--- src/rtl/dsp_sync_pkg.sv ---
// Shared constants for the dsp_sync multiply-accumulate slice: operand widths,
// OPMODE bit positions, X/Z mux encodings and a parameter sanity helper.
package dsp_sync_pkg;

    localparam int AB_W     = 18;
    localparam int M_W      = 36;
    localparam int P_W      = 48;
    localparam int OPMODE_W = 8;

    localparam int POST_SUB   = 7;
    localparam int PREADD_SUB = 6;
    localparam int CIN_OP     = 5;
    localparam int PREADD_SEL = 4;

    typedef enum logic [1:0] {
        X_ZERO = 2'd0,
        X_M    = 2'd1,
        X_P    = 2'd2,
        X_DAB  = 2'd3
    } xsel_e;

    typedef enum logic [1:0] {
        Z_ZERO = 2'd0,
        Z_PCIN = 2'd1,
        Z_P    = 2'd2,
        Z_C    = 2'd3
    } zsel_e;

    function automatic bit reg_param_ok(input int v);
        return (v == 0) || (v == 1);
    endfunction

    // 49-bit post-adder; bit 48 is carry on add and borrow on subtract.
    function automatic logic [P_W:0] post_add(
        input logic [P_W-1:0] z,
        input logic [P_W-1:0] x,
        input logic           cin,
        input logic           sub
    );
        logic [P_W:0] xc;
        xc = {1'b0, x} + {{P_W{1'b0}}, cin};
        if (sub)
            return {1'b0, z} - xc;
        else
            return {1'b0, z} + xc;
    endfunction

endpackage

--- src/rtl/dsp_sync_reg.sv ---
// One optional pipeline stage: registered with CE and async clear when REG is
// nonzero, otherwise a plain wire from input to output.
module dsp_sync_reg
    import dsp_sync_pkg::*;
#(
    parameter int WIDTH = 18,
    parameter int REG   = 1
) (
    input  logic             i_clk,
    input  logic             i_rst,
    input  logic             i_ce,
    input  logic [WIDTH-1:0] i_d,
    output logic [WIDTH-1:0] o_q
);

    generate
        if (REG != 0) begin : g_reg
            logic [WIDTH-1:0] r_q;

            always_ff @(posedge i_clk or posedge i_rst) begin
                if (i_rst)
                    r_q <= '0;
                else if (i_ce)
                    r_q <= i_d;
            end

            assign o_q = r_q;
        end else begin : g_bypass
            // Clock, clear and enable are meaningless for a bypassed stage.
            logic w_unused_ctrl;
            assign w_unused_ctrl = i_clk ^ i_rst ^ i_ce;
            assign o_q = i_d;
        end
    endgenerate

endmodule

--- src/rtl/dsp_sync.sv ---
// dsp_sync: pipelined 18x18 pre-add/multiply/post-add slice with per-stage bypass.
// Define DSP_SYNC_PARAM_CHECK_EN to reject illegal parameter values at elaboration.
module dsp_sync
    import dsp_sync_pkg::*;
#(
    parameter int    A0REG       = 0,
    parameter int    A1REG       = 1,
    parameter int    B0REG       = 0,
    parameter int    B1REG       = 1,
    parameter int    CREG        = 1,
    parameter int    DREG        = 1,
    parameter int    MREG        = 1,
    parameter int    PREG        = 1,
    parameter int    CARRYINREG  = 1,
    parameter int    CARRYOUTREG = 1,
    parameter int    OPMODEREG   = 1,
    parameter string CARRYINSEL  = "OPMODE5",
    parameter string B_INPUT     = "DIRECT",
    parameter string RSTTYPE     = "ASYNC"
) (
    input  logic [17:0] A,
    input  logic [17:0] B,
    input  logic [17:0] D,
    input  logic [47:0] C,
    input  logic        CLK,
    input  logic        CARRYIN,
    input  logic [7:0]  OPMODE,
    input  logic [17:0] BCIN,
    input  logic        RSTA,
    input  logic        RSTB,
    input  logic        RSTM,
    input  logic        RSTP,
    input  logic        RSTC,
    input  logic        RSTD,
    input  logic        RSTCARRYIN,
    input  logic        RSTOPMODE,
    input  logic        CEA,
    input  logic        CEB,
    input  logic        CEM,
    input  logic        CEP,
    input  logic        CEC,
    input  logic        CED,
    input  logic        CECARRYIN,
    input  logic        CEOPMODE,
    input  logic [47:0] PCIN,
    output logic [17:0] BCOUT,
    output logic [47:0] PCOUT,
    output logic [47:0] P,
    output logic [35:0] M,
    output logic        CARRYOUT,
    output logic        CARRYOUTF
);

`ifdef DSP_SYNC_PARAM_CHECK_EN
    generate
        if (B_INPUT != "DIRECT" && B_INPUT != "CASCADE") begin : g_bad_b_input
            $error("dsp_sync: B_INPUT must be DIRECT or CASCADE");
        end
        if (CARRYINSEL != "OPMODE5" && CARRYINSEL != "CARRYIN") begin : g_bad_cinsel
            $error("dsp_sync: CARRYINSEL must be OPMODE5 or CARRYIN");
        end
        if (!(reg_param_ok(A0REG) && reg_param_ok(A1REG) && reg_param_ok(B0REG) &&
              reg_param_ok(B1REG) && reg_param_ok(CREG) && reg_param_ok(DREG) &&
              reg_param_ok(MREG) && reg_param_ok(PREG) && reg_param_ok(CARRYINREG) &&
              reg_param_ok(CARRYOUTREG) && reg_param_ok(OPMODEREG))) begin : g_bad_reg
            $error("dsp_sync: every *REG parameter must be 0 or 1");
        end
    endgenerate
`endif

    localparam bit B_CASCADE  = (B_INPUT == "CASCADE");
    localparam bit CIN_FROM_OP = (CARRYINSEL == "OPMODE5");
    localparam bit CIN_FROM_PIN = (CARRYINSEL == "CARRYIN");

    // All clears are asynchronous regardless of RSTTYPE.
    logic w_unused_rsttype;
    assign w_unused_rsttype = (RSTTYPE == "SYNC");

    logic [AB_W-1:0]     w_b_src;
    logic [AB_W-1:0]     w_b0;
    logic [AB_W-1:0]     w_d;
    logic [OPMODE_W-1:0] w_op;
    logic [AB_W-1:0]     w_preadd;
    logic [AB_W-1:0]     w_b1_in;
    logic [AB_W-1:0]     w_b1;
    logic [AB_W-1:0]     w_a0;
    logic [AB_W-1:0]     w_a1;
    logic [M_W-1:0]      w_mult;
    logic [M_W-1:0]      w_m;
    logic [P_W-1:0]      w_c;
    logic                w_cin_src;
    logic                w_cin;
    logic [P_W-1:0]      w_x;
    logic [P_W-1:0]      w_z;
    logic [P_W:0]        w_sum;
    logic [P_W-1:0]      w_p;
    logic                w_co;

    assign w_b_src = B_CASCADE ? BCIN : B;

    // ---------------- input stages ----------------
    dsp_sync_reg #(.WIDTH(AB_W), .REG(B0REG)) u_b0 (
        .i_clk (CLK),
        .i_rst (RSTB),
        .i_ce  (CEB),
        .i_d   (w_b_src),
        .o_q   (w_b0)
    );

    dsp_sync_reg #(.WIDTH(AB_W), .REG(DREG)) u_d (
        .i_clk (CLK),
        .i_rst (RSTD),
        .i_ce  (CED),
        .i_d   (D),
        .o_q   (w_d)
    );

    dsp_sync_reg #(.WIDTH(OPMODE_W), .REG(OPMODEREG)) u_opmode (
        .i_clk (CLK),
        .i_rst (RSTOPMODE),
        .i_ce  (CEOPMODE),
        .i_d   (OPMODE),
        .o_q   (w_op)
    );

    dsp_sync_reg #(.WIDTH(AB_W), .REG(A0REG)) u_a0 (
        .i_clk (CLK),
        .i_rst (RSTA),
        .i_ce  (CEA),
        .i_d   (A),
        .o_q   (w_a0)
    );

    dsp_sync_reg #(.WIDTH(AB_W), .REG(A1REG)) u_a1 (
        .i_clk (CLK),
        .i_rst (RSTA),
        .i_ce  (CEA),
        .i_d   (w_a0),
        .o_q   (w_a1)
    );

    dsp_sync_reg #(.WIDTH(P_W), .REG(CREG)) u_c (
        .i_clk (CLK),
        .i_rst (RSTC),
        .i_ce  (CEC),
        .i_d   (C),
        .o_q   (w_c)
    );

    // ---------------- pre-adder and B1 ----------------
    assign w_preadd = w_op[PREADD_SUB] ? (w_d - w_b0) : (w_d + w_b0);
    assign w_b1_in  = w_op[PREADD_SEL] ? w_preadd : w_b0;

    dsp_sync_reg #(.WIDTH(AB_W), .REG(B1REG)) u_b1 (
        .i_clk (CLK),
        .i_rst (RSTB),
        .i_ce  (CEB),
        .i_d   (w_b1_in),
        .o_q   (w_b1)
    );

    assign BCOUT = w_b1;

    // ---------------- multiplier ----------------
    assign w_mult = M_W'(w_a1) * M_W'(w_b1);

    dsp_sync_reg #(.WIDTH(M_W), .REG(MREG)) u_m (
        .i_clk (CLK),
        .i_rst (RSTM),
        .i_ce  (CEM),
        .i_d   (w_mult),
        .o_q   (w_m)
    );

    assign M = w_m;

    // ---------------- carry-in ----------------
    always_comb begin
        w_cin_src = 1'b0;
        if (CIN_FROM_OP)
            w_cin_src = w_op[CIN_OP];
        else if (CIN_FROM_PIN)
            w_cin_src = CARRYIN;
    end

    dsp_sync_reg #(.WIDTH(1), .REG(CARRYINREG)) u_cyi (
        .i_clk (CLK),
        .i_rst (RSTCARRYIN),
        .i_ce  (CECARRYIN),
        .i_d   (w_cin_src),
        .o_q   (w_cin)
    );

    // ---------------- X / Z operand muxes ----------------
    always_comb begin
        w_x = '0;
        case (xsel_e'(w_op[1:0]))
            X_ZERO: w_x = '0;
            X_M:    w_x = {{(P_W-M_W){1'b0}}, w_m};
            X_P:    w_x = w_p;
            X_DAB:  w_x = {w_d[11:0], w_a1, w_b1};
            default: w_x = '0;
        endcase
    end

    always_comb begin
        w_z = '0;
        case (zsel_e'(w_op[3:2]))
            Z_ZERO: w_z = '0;
            Z_PCIN: w_z = PCIN;
            Z_P:    w_z = w_p;
            Z_C:    w_z = w_c;
            default: w_z = '0;
        endcase
    end

    // ---------------- post-adder and output stages ----------------
    assign w_sum = post_add(w_z, w_x, w_cin, w_op[POST_SUB]);

    dsp_sync_reg #(.WIDTH(P_W), .REG(PREG)) u_p (
        .i_clk (CLK),
        .i_rst (RSTP),
        .i_ce  (CEP),
        .i_d   (w_sum[P_W-1:0]),
        .o_q   (w_p)
    );

    dsp_sync_reg #(.WIDTH(1), .REG(CARRYOUTREG)) u_cyo (
        .i_clk (CLK),
        .i_rst (RSTCARRYIN),
        .i_ce  (CECARRYIN),
        .i_d   (w_sum[P_W]),
        .o_q   (w_co)
    );

    assign P         = w_p;
    assign PCOUT     = w_p;
    assign CARRYOUT  = w_co;
    assign CARRYOUTF = w_co;

endmodule

--- config.mk ---
export PLATFORM = sky130hd
export DESIGN_NAME = dsp_sync
export DESIGN_NICKNAME = d
export VERILOG_FILES = /design/src/rtl/dsp_sync_pkg.sv /design/src/rtl/dsp_sync_reg.sv /design/src/rtl/dsp_sync.sv
export SDC_FILE = /design/constraint.sdc
export NUM_CORES = 2
export LEC_CHECK = 0
export ABC_AREA = 1
export BUFFER_PORTS_ARGS = -buffer_cell sky130_fd_sc_hd__buf_2
export CORE_ASPECT_RATIO = 0.5
export CORE_MARGIN = 3
export CORE_UTILIZATION = 61
export DETAILED_ROUTE_END_ITERATION = 7
export GPL_TIMING_DRIVEN = 0
export PLACE_DENSITY = 0.95
export SLEW_MARGIN = 0
export SYNTH_ARGS = -nofsm -noshare
export SYNTH_HDL_FRONTEND = slang
export SYNTH_SLANG_ARGS = --single-unit
export TNS_END_PERCENT = 100
--- constraint.sdc ---
create_clock -name CLK -period 7.3 [get_ports CLK]
set_input_delay 0.73 -clock CLK [delete_from_list [all_inputs] [get_ports CLK]]
set_output_delay 0.73 -clock CLK [all_outputs]
set_load 0.01 [all_outputs]
==> reports/qor.yml <==
antenna_found_initial: 2
rsz0062_at_grt: "false"
nets: 4851
critPathRequiredTime_ns: 7.70
io_pins: 346
cts_setup_buffers: 0
coreArea_mm2: 0.0442
layout-drive-gt1-share: 0.147
row_count: 54
synth_area_mm2: 0.0277
wl_um: 101000
cts_max_path_buffers: 2
synth-seq-cells: 196
drv_cap: 0
synth_top_area_frac: 0.186
yosys.cell_types.count: 57
num_vias: 28231
maxClockFrequency_mhz: 140
hpwl_um: 83500
crit_type: "register to register"
synth_fp_nets: 4520
fin_crit_ns: 7.13
clock_latency_ns: 0.48
cts_tree: "built"
area.growth.synth_to_final_pct: 10.4
grt_pass1_wl_um: 155000
worstReg2RegStart: "u_b1.o_q[11]"
cts_root_buffer: "clkbuf_16"
drt_iter0_markers: 3089
grt_pass1_vias: 27969
slew_viol_final: 0
h-tree-depth: 4
fin_setup_tns_ns: 0
die_area_mm2: 0.0482
die_y_um: 157
end_kind: "register"
synth_flop_cell: "dfrtp_1"
start_kind: "register"
portBuffers: 322
viasPerCell: 5.85
netlist_instances: 3889
synth_warnings: 0
place_congestion: 1.03
grt_max_degree: 37
initial_core_util: 0.627
hp-class: "input port to asynchronous set/reset pin"
synth_edf_count: 0
syn_avg_cell_area_um2: 7.12
antenna_left: 0
status: "finished, final reports clean"
synth_top_area_cell: "fa_1"
grt_use_total: 0.419
yosysMostFrequentCell: "nand2_1"
grt_overflow: 0
synth_seq_area_share: 0.177
worst_pin_slew_ns: 1.10
hold_viol: 0
setup_viol: 0
crit_fanout: 10
synth-async-reset-ratio: 1.00
cts.sinks: 196
numCtsBuffers: 17
synthTopCellsByCount: "nand2_1 (1,032), inv_1 (693), fa_1 (258)"
fp.dieW_um: 307
max_slew_margin: 0.260
timing.final.crit_share: 0.977
arrival_ns: 7.53
route.detailed.drc: 0
crit_start: "u_b1.o_q[11]"
dr.pass1.iters: 8
synth_top_cells_by_area: "fa_1 (19%), dfrtp_1 (18%), nand2_1 (14%)"
clk_pin_slew_worst_paths_ns: 0.08
routedWlPerCell_um: 20.9
skew_ns: 0.0164
==> logic make-up (layout without fill, tap and decap cells) <==
group	count (synthesis)	after routing	synth area share
muxes	34	34	0.0138
other	0	2	0
and+or+nand+nor	1696	1696	0.266
xor gates and xnor gates	109	109	0.0347
adders and majority gates	437	437	0.267
DFF	196	196	0.177
buffers and inverters	912	1255	0.137
AOI/OAI and AO/OA	505	505	0.105
==> cells in the final DEF, fill, tap and decap left out, drive strengths merged, types with 69 or more instances in the layout <==
cell type  instances
nand2           1056
inv              709
buf              430
nor2             263
nand3            261
fa               258
o21ai            209
dfrtp            196
ha               179
a21oi            146
clkbuf           105
xor2              69
==> worst paths after layout <==
path	end	slack, ns	depth (start not counted)
min reg2reg	u_cyo.o_q	0.52	2
min	u_cyo.o_q	0.08	2
min in group CLK	u_c.o_q[42]	0.45	3
max reg2reg	u_m.o_q[24]	0.17	22
max	u_m.o_q[24]	0.17	22
max in group asynchronous	u_m.o_q[0]	6.39	2
==> registers in the layout (all words and copies together), names as in the netlist <==
register,cells
u_d.o_q,18
u_m.o_q,36
u_opmode.o_q,8
u_p.o_q,48
u_b1.o_q,18
u_cyo.o_q,1
u_cyi.o_q,1
u_a1.o_q,18
u_c.o_q,48
==> worst max-delay path, cell delays in order (launching register included) <==
cell and delay [ns]:
dfrtp_1 0.52, clkbuf_1 0.60, buf_1 0.51, nand2_1 0.13, fa_1 0.50, inv_1 0.05
fa_1 0.51, inv_1 0.06, fa_1 0.56, fa_1 0.43, fa_1 0.50, inv_1 0.06
fa_1 0.43, ha_1 0.42, nand2_1 0.13, inv_1 0.09, nand3_1 0.11, o221ai_1 0.34
a21oi_1 0.11, o21ai_0 0.38, a21oi_1 0.18, or2_2 0.30, a31oi_1 0.12
==> metrics by stage <==
stage / cells / hold WS (ns) / setup slack [ns] / instance area (um2) / utilization
2_1_floorplan: 3889 / 0.459 / 1.35 / 27700 / -
3_3_place_gp: 4799 / 0.495 / 0.276 / 30000 / 0.680
3_5_place_dp: 4801 / 0.500 / 0.109 / 30100 / 0.681
4_1_cts: 4832 / 0.0827 / 0.0687 / 30600 / 0.693
5_1_grt: 4821 / 0.0928 / 0.00671 / 30600 / 0.692
6_report: 4822 / 0.0840 / 0.170 / 30600 / 0.692
==> routing by layer <==
metal  up-vias  track usage  share of wire
met4         0        0.232          0.064
met5         -            0              0
met2      1688        0.676           0.44
met3       404       0.0941           0.11
li1      12782            -              -
met1     13357        0.529           0.38
==> area by class of cell <==
cell class	instances	area (um2)
well taps	588	736
fillers	3755	13600
multi-input cells	2781	19000
inverters	707	2660
clock inverters	13	100
flip-flops and latches	196	4910
repair buffers	324	1650
plain buffers	193	1100
diodes	2	5.00
clock buffers	18	429
==> what timing repair did <==
item                       4_1_cts  5_1_grt
setup endpoints to repair        0       15
hold buffers                     0        0
resized for setup                0       20
Power is not shown: default switching activity piles up to over one toggle a cycle in this logic, so the estimate is an artifact.
